==> src/rtl/vga_pkg.sv <==
// VGA timing constants, grid geometry helpers and the {R,G,B} pixel type
// shared by the grid renderer and its sub-modules.
// Contents: rgb_t, H/V totals, active-area bounds, commit line, NUM_CELLS, cell_index().
package vga_pkg;

  typedef struct packed {
    logic [7:0] r;
    logic [7:0] g;
    logic [7:0] b;
  } rgb_t;

  localparam int H_TOTAL = 800;
  localparam int V_TOTAL = 525;

  localparam logic [9:0] H_ACT_START = 10'd144;
  localparam logic [9:0] H_ACT_END   = 10'd783;
  localparam logic [9:0] V_ACT_START = 10'd35;
  localparam logic [9:0] V_ACT_END   = 10'd514;

  // First blanking line after the active area: the bank swap happens here.
  localparam logic [9:0] COMMIT_LINE = 10'd515;

  localparam int NUM_CELLS = 9;
  localparam int GRID_DIM  = 3;

  // Row-major cell number from grid coordinates.
  function automatic logic [3:0] cell_index(input logic [1:0] row, input logic [1:0] col);
    return ({2'b00, row} * 4'd3) + {2'b00, col};
  endfunction

endpackage

==> src/rtl/vga_delay_line.sv <==
// Fixed-depth shift register used to keep sync signals aligned with the pixel pipeline.
// Ports: clk_25Mhz/rst (async, active-high, clears every tap), din in, dout = din delayed DEPTH cycles.
// Parameters: WIDTH bits per tap, DEPTH taps (>= 1).
module vga_delay_line
  import vga_pkg::*;
#(
  parameter int WIDTH = 1,
  parameter int DEPTH = 2
) (
  input  logic             clk_25Mhz,
  input  logic             rst,
  input  logic [WIDTH-1:0] din,
  output logic [WIDTH-1:0] dout
);

  logic [WIDTH-1:0] taps [DEPTH];

  always_ff @(posedge clk_25Mhz or posedge rst) begin
    if (rst) begin
      for (int i = 0; i < DEPTH; i++) taps[i] <= '0;
    end else begin
      taps[0] <= din;
      for (int i = 1; i < DEPTH; i++) taps[i] <= taps[i-1];
    end
  end

  assign dout = taps[DEPTH-1];

endmodule

==> src/rtl/grid_cell_renderer.sv <==
// Draws a 3x3 grid of solid-colour cells on a 640x480 VGA frame, 2-cycle pixel pipeline;
// cell colours are written into a pending bank and swapped into the displayed bank at line 515.
// Ports: clk_25Mhz/rst, hcount/vcount/hsync_in/vsync_in in, Red/Green/Blue/hsync_out/vsync_out out,
//        wr_valid/wr_ready/wr_cell/wr_color write port, frame_commit pulse, sticky bad_cell.
// Optional: define GRID_BORDER_EN to draw a 2-pixel black ring on the inside edge of every cell.
// Geometry must satisfy 3*CELL_W+2*GAP_X <= 640 and 3*CELL_H+2*GAP_Y <= 480.
module grid_cell_renderer
  import vga_pkg::*;
#(
  parameter int          CELL_W   = 160,
  parameter int          CELL_H   = 120,
  parameter int          GAP_X    = 80,
  parameter int          GAP_Y    = 60,
  parameter logic [23:0] BG_COLOR = 24'hFFFFFF
) (
  input  logic        clk_25Mhz,
  input  logic        rst,
  input  logic [9:0]  hcount,
  input  logic [9:0]  vcount,
  input  logic        hsync_in,
  input  logic        vsync_in,
  input  logic        wr_valid,
  output logic        wr_ready,
  input  logic [3:0]  wr_cell,
  input  logic [23:0] wr_color,
  output logic [7:0]  Red,
  output logic [7:0]  Green,
  output logic [7:0]  Blue,
  output logic        hsync_out,
  output logic        vsync_out,
  output logic        frame_commit,
  output logic        bad_cell
);

  localparam logic [9:0] CW      = 10'(CELL_W);
  localparam logic [9:0] CH      = 10'(CELL_H);
  localparam logic [9:0] PITCH_X = 10'(CELL_W + GAP_X);
  localparam logic [9:0] PITCH_Y = 10'(CELL_H + GAP_Y);

  // All region arithmetic stays in 10-bit unsigned; the geometry limits keep it from wrapping.
  function automatic logic [9:0] span_start(input logic [9:0] origin, input logic [9:0] pitch,
                                            input int idx);
    return origin + (10'(idx) * pitch);
  endfunction

  function automatic logic in_span(input logic [9:0] pos, input logic [9:0] start,
                                   input logic [9:0] len);
    return (pos >= start) && (pos < start + len);
  endfunction

`ifdef GRID_BORDER_EN
  function automatic logic on_edge(input logic [9:0] pos, input logic [9:0] start,
                                   input logic [9:0] len);
    return (pos < start + 10'd2) || (pos >= start + len - 10'd2);
  endfunction
`endif

  // ---------------- write port and colour banks ----------------
  rgb_t pending_bank [NUM_CELLS];
  rgb_t active_bank  [NUM_CELLS];
  logic run_q;
  logic bad_q;
  logic commit_pt;
  logic commit;
  logic wr_accept;

  assign commit_pt    = (hcount == 10'd0) && (vcount == COMMIT_LINE);
  // run_q keeps the port closed (and the swap suppressed) until the first edge after reset.
  assign commit       = run_q && commit_pt;
  assign wr_ready     = run_q && !commit_pt;
  assign wr_accept    = wr_valid && wr_ready;
  assign frame_commit = commit;
  assign bad_cell     = bad_q;

  always_ff @(posedge clk_25Mhz or posedge rst) begin
    if (rst) begin
      run_q <= 1'b0;
      bad_q <= 1'b0;
      for (int i = 0; i < NUM_CELLS; i++) begin
        pending_bank[i] <= rgb_t'(BG_COLOR);
        active_bank[i]  <= rgb_t'(BG_COLOR);
      end
    end else begin
      run_q <= 1'b1;
      if (commit) begin
        for (int i = 0; i < NUM_CELLS; i++) active_bank[i] <= pending_bank[i];
      end
      // A write never coincides with the swap: wr_ready is low in the commit cycle.
      if (wr_accept) begin
        if (wr_cell < 4'(NUM_CELLS)) pending_bank[wr_cell] <= rgb_t'(wr_color);
        else                         bad_q <= 1'b1;
      end
    end
  end

  // ---------------- region decode ----------------
  logic       in_h, in_v;
  logic       col_hit, row_hit;
  logic [1:0] col, row;
`ifdef GRID_BORDER_EN
  logic       col_edge, row_edge;
`endif

  assign in_h = (hcount >= H_ACT_START) && (hcount <= H_ACT_END);
  assign in_v = (vcount >= V_ACT_START) && (vcount <= V_ACT_END);

  always_comb begin
    col_hit = 1'b0;
    col     = 2'd0;
    row_hit = 1'b0;
    row     = 2'd0;
`ifdef GRID_BORDER_EN
    col_edge = 1'b0;
    row_edge = 1'b0;
`endif
    for (int c = 0; c < GRID_DIM; c++) begin
      if (in_span(hcount, span_start(H_ACT_START, PITCH_X, c), CW)) begin
        col_hit = 1'b1;
        col     = 2'(c);
`ifdef GRID_BORDER_EN
        col_edge = on_edge(hcount, span_start(H_ACT_START, PITCH_X, c), CW);
`endif
      end
    end
    for (int r = 0; r < GRID_DIM; r++) begin
      if (in_span(vcount, span_start(V_ACT_START, PITCH_Y, r), CH)) begin
        row_hit = 1'b1;
        row     = 2'(r);
`ifdef GRID_BORDER_EN
        row_edge = on_edge(vcount, span_start(V_ACT_START, PITCH_Y, r), CH);
`endif
      end
    end
  end

  // ---------------- stage 1: region flags and cell index ----------------
  logic       s1_vis;
  logic       s1_cell;
  logic [3:0] s1_idx;
`ifdef GRID_BORDER_EN
  logic       s1_edge;
`endif

  always_ff @(posedge clk_25Mhz or posedge rst) begin
    if (rst) begin
      s1_vis  <= 1'b0;
      s1_cell <= 1'b0;
      s1_idx  <= 4'd0;
`ifdef GRID_BORDER_EN
      s1_edge <= 1'b0;
`endif
    end else begin
      s1_vis  <= in_h && in_v;
      s1_cell <= col_hit && row_hit;
      s1_idx  <= cell_index(row, col);
`ifdef GRID_BORDER_EN
      s1_edge <= col_edge || row_edge;
`endif
    end
  end

  // ---------------- stage 2: colour lookup ----------------
  rgb_t rgb_q;

  always_ff @(posedge clk_25Mhz or posedge rst) begin
    if (rst) begin
      rgb_q <= '0;
    end else if (!s1_vis) begin
      rgb_q <= '0;
    end else if (s1_cell) begin
`ifdef GRID_BORDER_EN
      rgb_q <= s1_edge ? rgb_t'(24'h000000) : active_bank[s1_idx];
`else
      rgb_q <= active_bank[s1_idx];
`endif
    end else begin
      rgb_q <= rgb_t'(BG_COLOR);
    end
  end

  assign Red   = rgb_q.r;
  assign Green = rgb_q.g;
  assign Blue  = rgb_q.b;

  // ---------------- sync alignment ----------------
  logic [1:0] sync_d;

  vga_delay_line #(
    .WIDTH(2),
    .DEPTH(2)
  ) u_sync_delay (
    .clk_25Mhz(clk_25Mhz),
    .rst      (rst),
    .din      ({hsync_in, vsync_in}),
    .dout     (sync_d)
  );

  assign hsync_out = sync_d[1];
  assign vsync_out = sync_d[0];

endmodule
==> config.mk <==
export PLATFORM = sky130hd
export DESIGN_NAME = grid_cell_renderer
export DESIGN_NICKNAME = d
export VERILOG_FILES = /design/src/rtl/vga_pkg.sv /design/src/rtl/vga_delay_line.sv /design/src/rtl/grid_cell_renderer.sv
export SDC_FILE = /design/constraint.sdc
export NUM_CORES = 1
export LEC_CHECK = 0
export CAP_MARGIN = 15
export CORE_MARGIN = 2
export CORE_UTILIZATION = 50
export DETAILED_ROUTE_END_ITERATION = 10
export PLACE_DENSITY = 0.66
export RECOVER_POWER = 25
export SLEW_MARGIN = 20
export SYNTH_ARGS = -nofsm -noshare
export SYNTH_HDL_FRONTEND = slang
export SYNTH_SLANG_ARGS = --single-unit
==> constraint.sdc <==
create_clock -name clk_25Mhz -period 15.7 [get_ports clk_25Mhz]
set_input_delay 1.57 -clock clk_25Mhz [delete_from_list [all_inputs] [get_ports clk_25Mhz]]
set_output_delay 1.57 -clock clk_25Mhz [all_outputs]
set_load 0.03 [all_outputs]
==> results.sh <==
export IMPL_tightest_slew_ns=6.09
export IMPL_tritoncts="built"
export IMPL_synth_common_cells="dfstp_2, mux2_2, mux2_1, nand2_1, mux4_2"
export IMPL_cp_required_ns=14.55
export IMPL_grt_first_pass_wirelength_mm=63.6
export IMPL_critical_path_max_stage_delay_ns=3.37
export IMPL_initial_utilization_pct=51.0
export IMPL_drv_cap=2
export IMPL_routabilityCongestion=0.728
export IMPL_hold_viol_final=0
export IMPL_path_class="input pin to asynchronous set/reset pin"
export IMPL_path_buf_inv=2
export IMPL_dieArea_mm2=0.0413
export IMPL_cts_buffers=49
export IMPL_viasPerCell=5.59
export IMPL_synthMuxAreaShare_pct=31.2
export IMPL_drive_above_1_share_pct=65.8
export IMPL_postRouteAntennaNets=0
export IMPL_post_place_ws_ns=10.34
export IMPL_worst_slack_ns=8.89
export IMPL_first_pass_iters=4
export IMPL_grtUsageTotal_pct=20.1
export IMPL_yosysSeqAreaShare_pct=61.8
export IMPL_yosysMostFrequentCell="dfstp_2"
export IMPL_vias=10400
export IMPL_synth_xor_area_share_pct=0
export IMPL_syn_avg_cell_area_um2=16.4
export IMPL_run_status="finished with violations"
export IMPL_endpoint="s1_idx[0]"
export IMPL_drc_errors=0
export IMPL_start_kind="input pin"
export IMPL_ctsResizeCount=0
export IMPL_synth_top_area_share_pct=57.2
export IMPL_synth_area_mm2=0.0198
export IMPL_synth_cells=1212
export IMPL_reg2reg_depth=5
export IMPL_failed_checks="max-capacitance violations, max-slew violations"
export IMPL_wl_per_cell_um=21.5
export IMPL_reg2reg_from="s1_idx[2]"
export IMPL_drt_iter0_drc=458
export IMPL_p_leak_uw=0.00923
export IMPL_cp_max_fo=142
export IMPL_min_path_cells=0
export IMPL_antenna_found_initial=0
export IMPL_finalSetupViolCount=0
export IMPL_cpLargestDelayFamily="buffers and inverters"
export IMPL_grt_max_degree=155
export IMPL_synth_top_family_by_area="multiplexers"
export IMPL_cts_hold_buf=0
export IMPL_yosys_warnings=0
export IMPL_syn2layout_area_growth_pct=15.0
export IMPL_synthAdderAreaFrac_pct=0.290
export IMPL_diodes=0
export IMPL_async_flop_share_pct=100
export IMPL_synth_edf_count=0
export IMPL_hp_class="register to register"
export IMPL_finalWirelength_mm=39.9
export IMPL_synth_simple_gate_area_share_pct=2.47
export IMPL_crit_path_cell_trace="dlygate4sd3_1, clkinvlp_2"
export IMPL_syn_num_nets=1269
export IMPL_crit_path_start="rst"
export IMPL_worstPathArrival_ns=5.66
export IMPL_cp_end_kind="asynchronous set/reset pin"
export IMPL_power_density_mw_per_mm2=124
export IMPL_die_h_um=203
export IMPL_max_freq_mhz=147
export IMPL_coreArea_mm2=0.0389
export IMPL_grt_ovfl_total=0
export IMPL_dp_cells=1767
export IMPL_synth_ff_type="dfstp_2"
export IMPL_clkTransAtPathRegs_ns=0.06
export IMPL_final_setup_tns_ns=0
export IMPL_r2r_slack_ns=12.40
export IMPL_finalCriticalPeriod_ns=6.81
export IMPL_port_buffers=81
export IMPL_slew_headroom_pct=-308
export IMPL_ys_ff_latch=468
export IMPL_cts_max_level=2
export IMPL_dpl_hpwl_mm=21.6
export IMPL_die_x_um=203
export IMPL_grt_pass1_vias=11100
export IMPL_post_cts_buffers=0
export IMPL_clock_sinks=468
export IMPL_layout_cells_non_filler=1856
export IMPL_finalMaxSlewViolations=169
export IMPL_nets=1357
export IMPL_worst_path_stages=2
export IMPL_clock_path_buffers=3
export IMPL_cts_root_buf="clkbuf_16"
export IMPL_skew_ns=0.0226
export IMPL_fin_total_pwr_uw=2840
export IMPL_placementRows=72
export IMPL_synthDistinctLibCells=47
export IMPL_ir_worst_vdd_mv=0.101
export IMPL_ys_top_cells_by_area="dfstp_2, mux2_2, mux2_1"
export IMPL_crit_path_top_delay_cell="clkinvlp_2"
export IMPL_rr_endpoint="Green[4]"
export IMPL_rsz0062_at_grt="no"
export IMPL_finalCritPeriodShare_pct=43.4
export IMPL_synth_compound_area_share_pct=2.30
export IMPL_synth_largest_area_cell="dfstp_2"
export IMPL_clk_latency_ns=0.58
export IMPL_ios=82
[cell type report]
class / instances / area, um^2
Fill cell: 3071 / 16100
Tap cell: 518 / 648
Clock inverter: 10 / 111
Inverter: 7 / 27.5
Sequential cell: 468 / 12300
Multi-Input combinational cell: 668 / 7280
Clock buffer: 79 / 1490
Timing Repair Buffer: 106 / 1010
[through the flow]
step                utilization [%]  cell area (um^2)  hold slack (ns)
global placement               54.6             21200            0.335
global route                   58.6             22800            0.367
floorplan                         -             19800            0.331
finish                         58.6             22800            0.347
detailed placement             54.6             21200            0.335
CTS                            58.7             22800            0.349
[routing by layer]
metal	global-route usage, %	up-vias	part of all wire [%]
li1	-	4615	-
met1	27.9	5576	47
met2	33.3	128	49
met3	3.55	54	3.0
met4	4.56	0	1.6
met5	0	-	0
[placed cells by master, fill, tap and decap left out, drive strengths merged, types with 8 or more instances in the layout]
cell and n:
clkdlybuf4s50 76, dfrtp 36, clkbuf 82, nor2 10, nor3 8, nand2 56, buf 22, o21ai 9
mux2 432, mux4 48, mux2i 25, dfstp 432, o2bb2ai 24
[cell families (layout without fill, tap and decap cells)]
logic type,count (synthesis),in the layout
AO/OA/AOI/OAI,54,54
adder cells (fa/ha/maj),4,4
buffers and inverters,76,202
flip-flops,468,468
multiplexers,505,505
other,1,1
AND/OR/NAND/NOR,104,104
[worst min-delay path by stage]
| stage | start | endpoint | slack (ns) |
|---|---|---|---|
| finish | u_sync_delay.taps[3] | u_sync_delay.dout[1] | 0.35 |
| global route | u_sync_delay.taps[2] | u_sync_delay.dout[0] | 0.37 |
| CTS | u_sync_delay.taps[3] | u_sync_delay.dout[1] | 0.35 |
| detailed placement | u_sync_delay.taps[3] | u_sync_delay.dout[1] | 0.33 |
| global placement | u_sync_delay.taps[3] | u_sync_delay.dout[1] | 0.33 |
| floorplan | u_sync_delay.taps[2] | u_sync_delay.dout[0] | 0.33 |
[power by group]
part           switching (uW)  leakage (uW)  total (uW)  internal (uW)
Clock                     460      0.000788        1140            681
Combinational             115       0.00351         241            126
Sequential               57.4       0.00493        1460           1400
[state kept, by name, indices dropped and copies added, names as in the netlist]
| name | count |
|---|---|
| Blue | 8 |
| Green | 8 |
| Red | 8 |
| active_bank | 216 |
| bad_cell | 1 |
| pending_bank | 216 |
| run_q | 1 |
| s1_cell | 1 |
| s1_idx | 4 |
| s1_vis | 1 |
| u_sync_delay.dout | 2 |
| u_sync_delay.taps | 2 |
No activity file was read; power rests on OpenSTA's default activity.
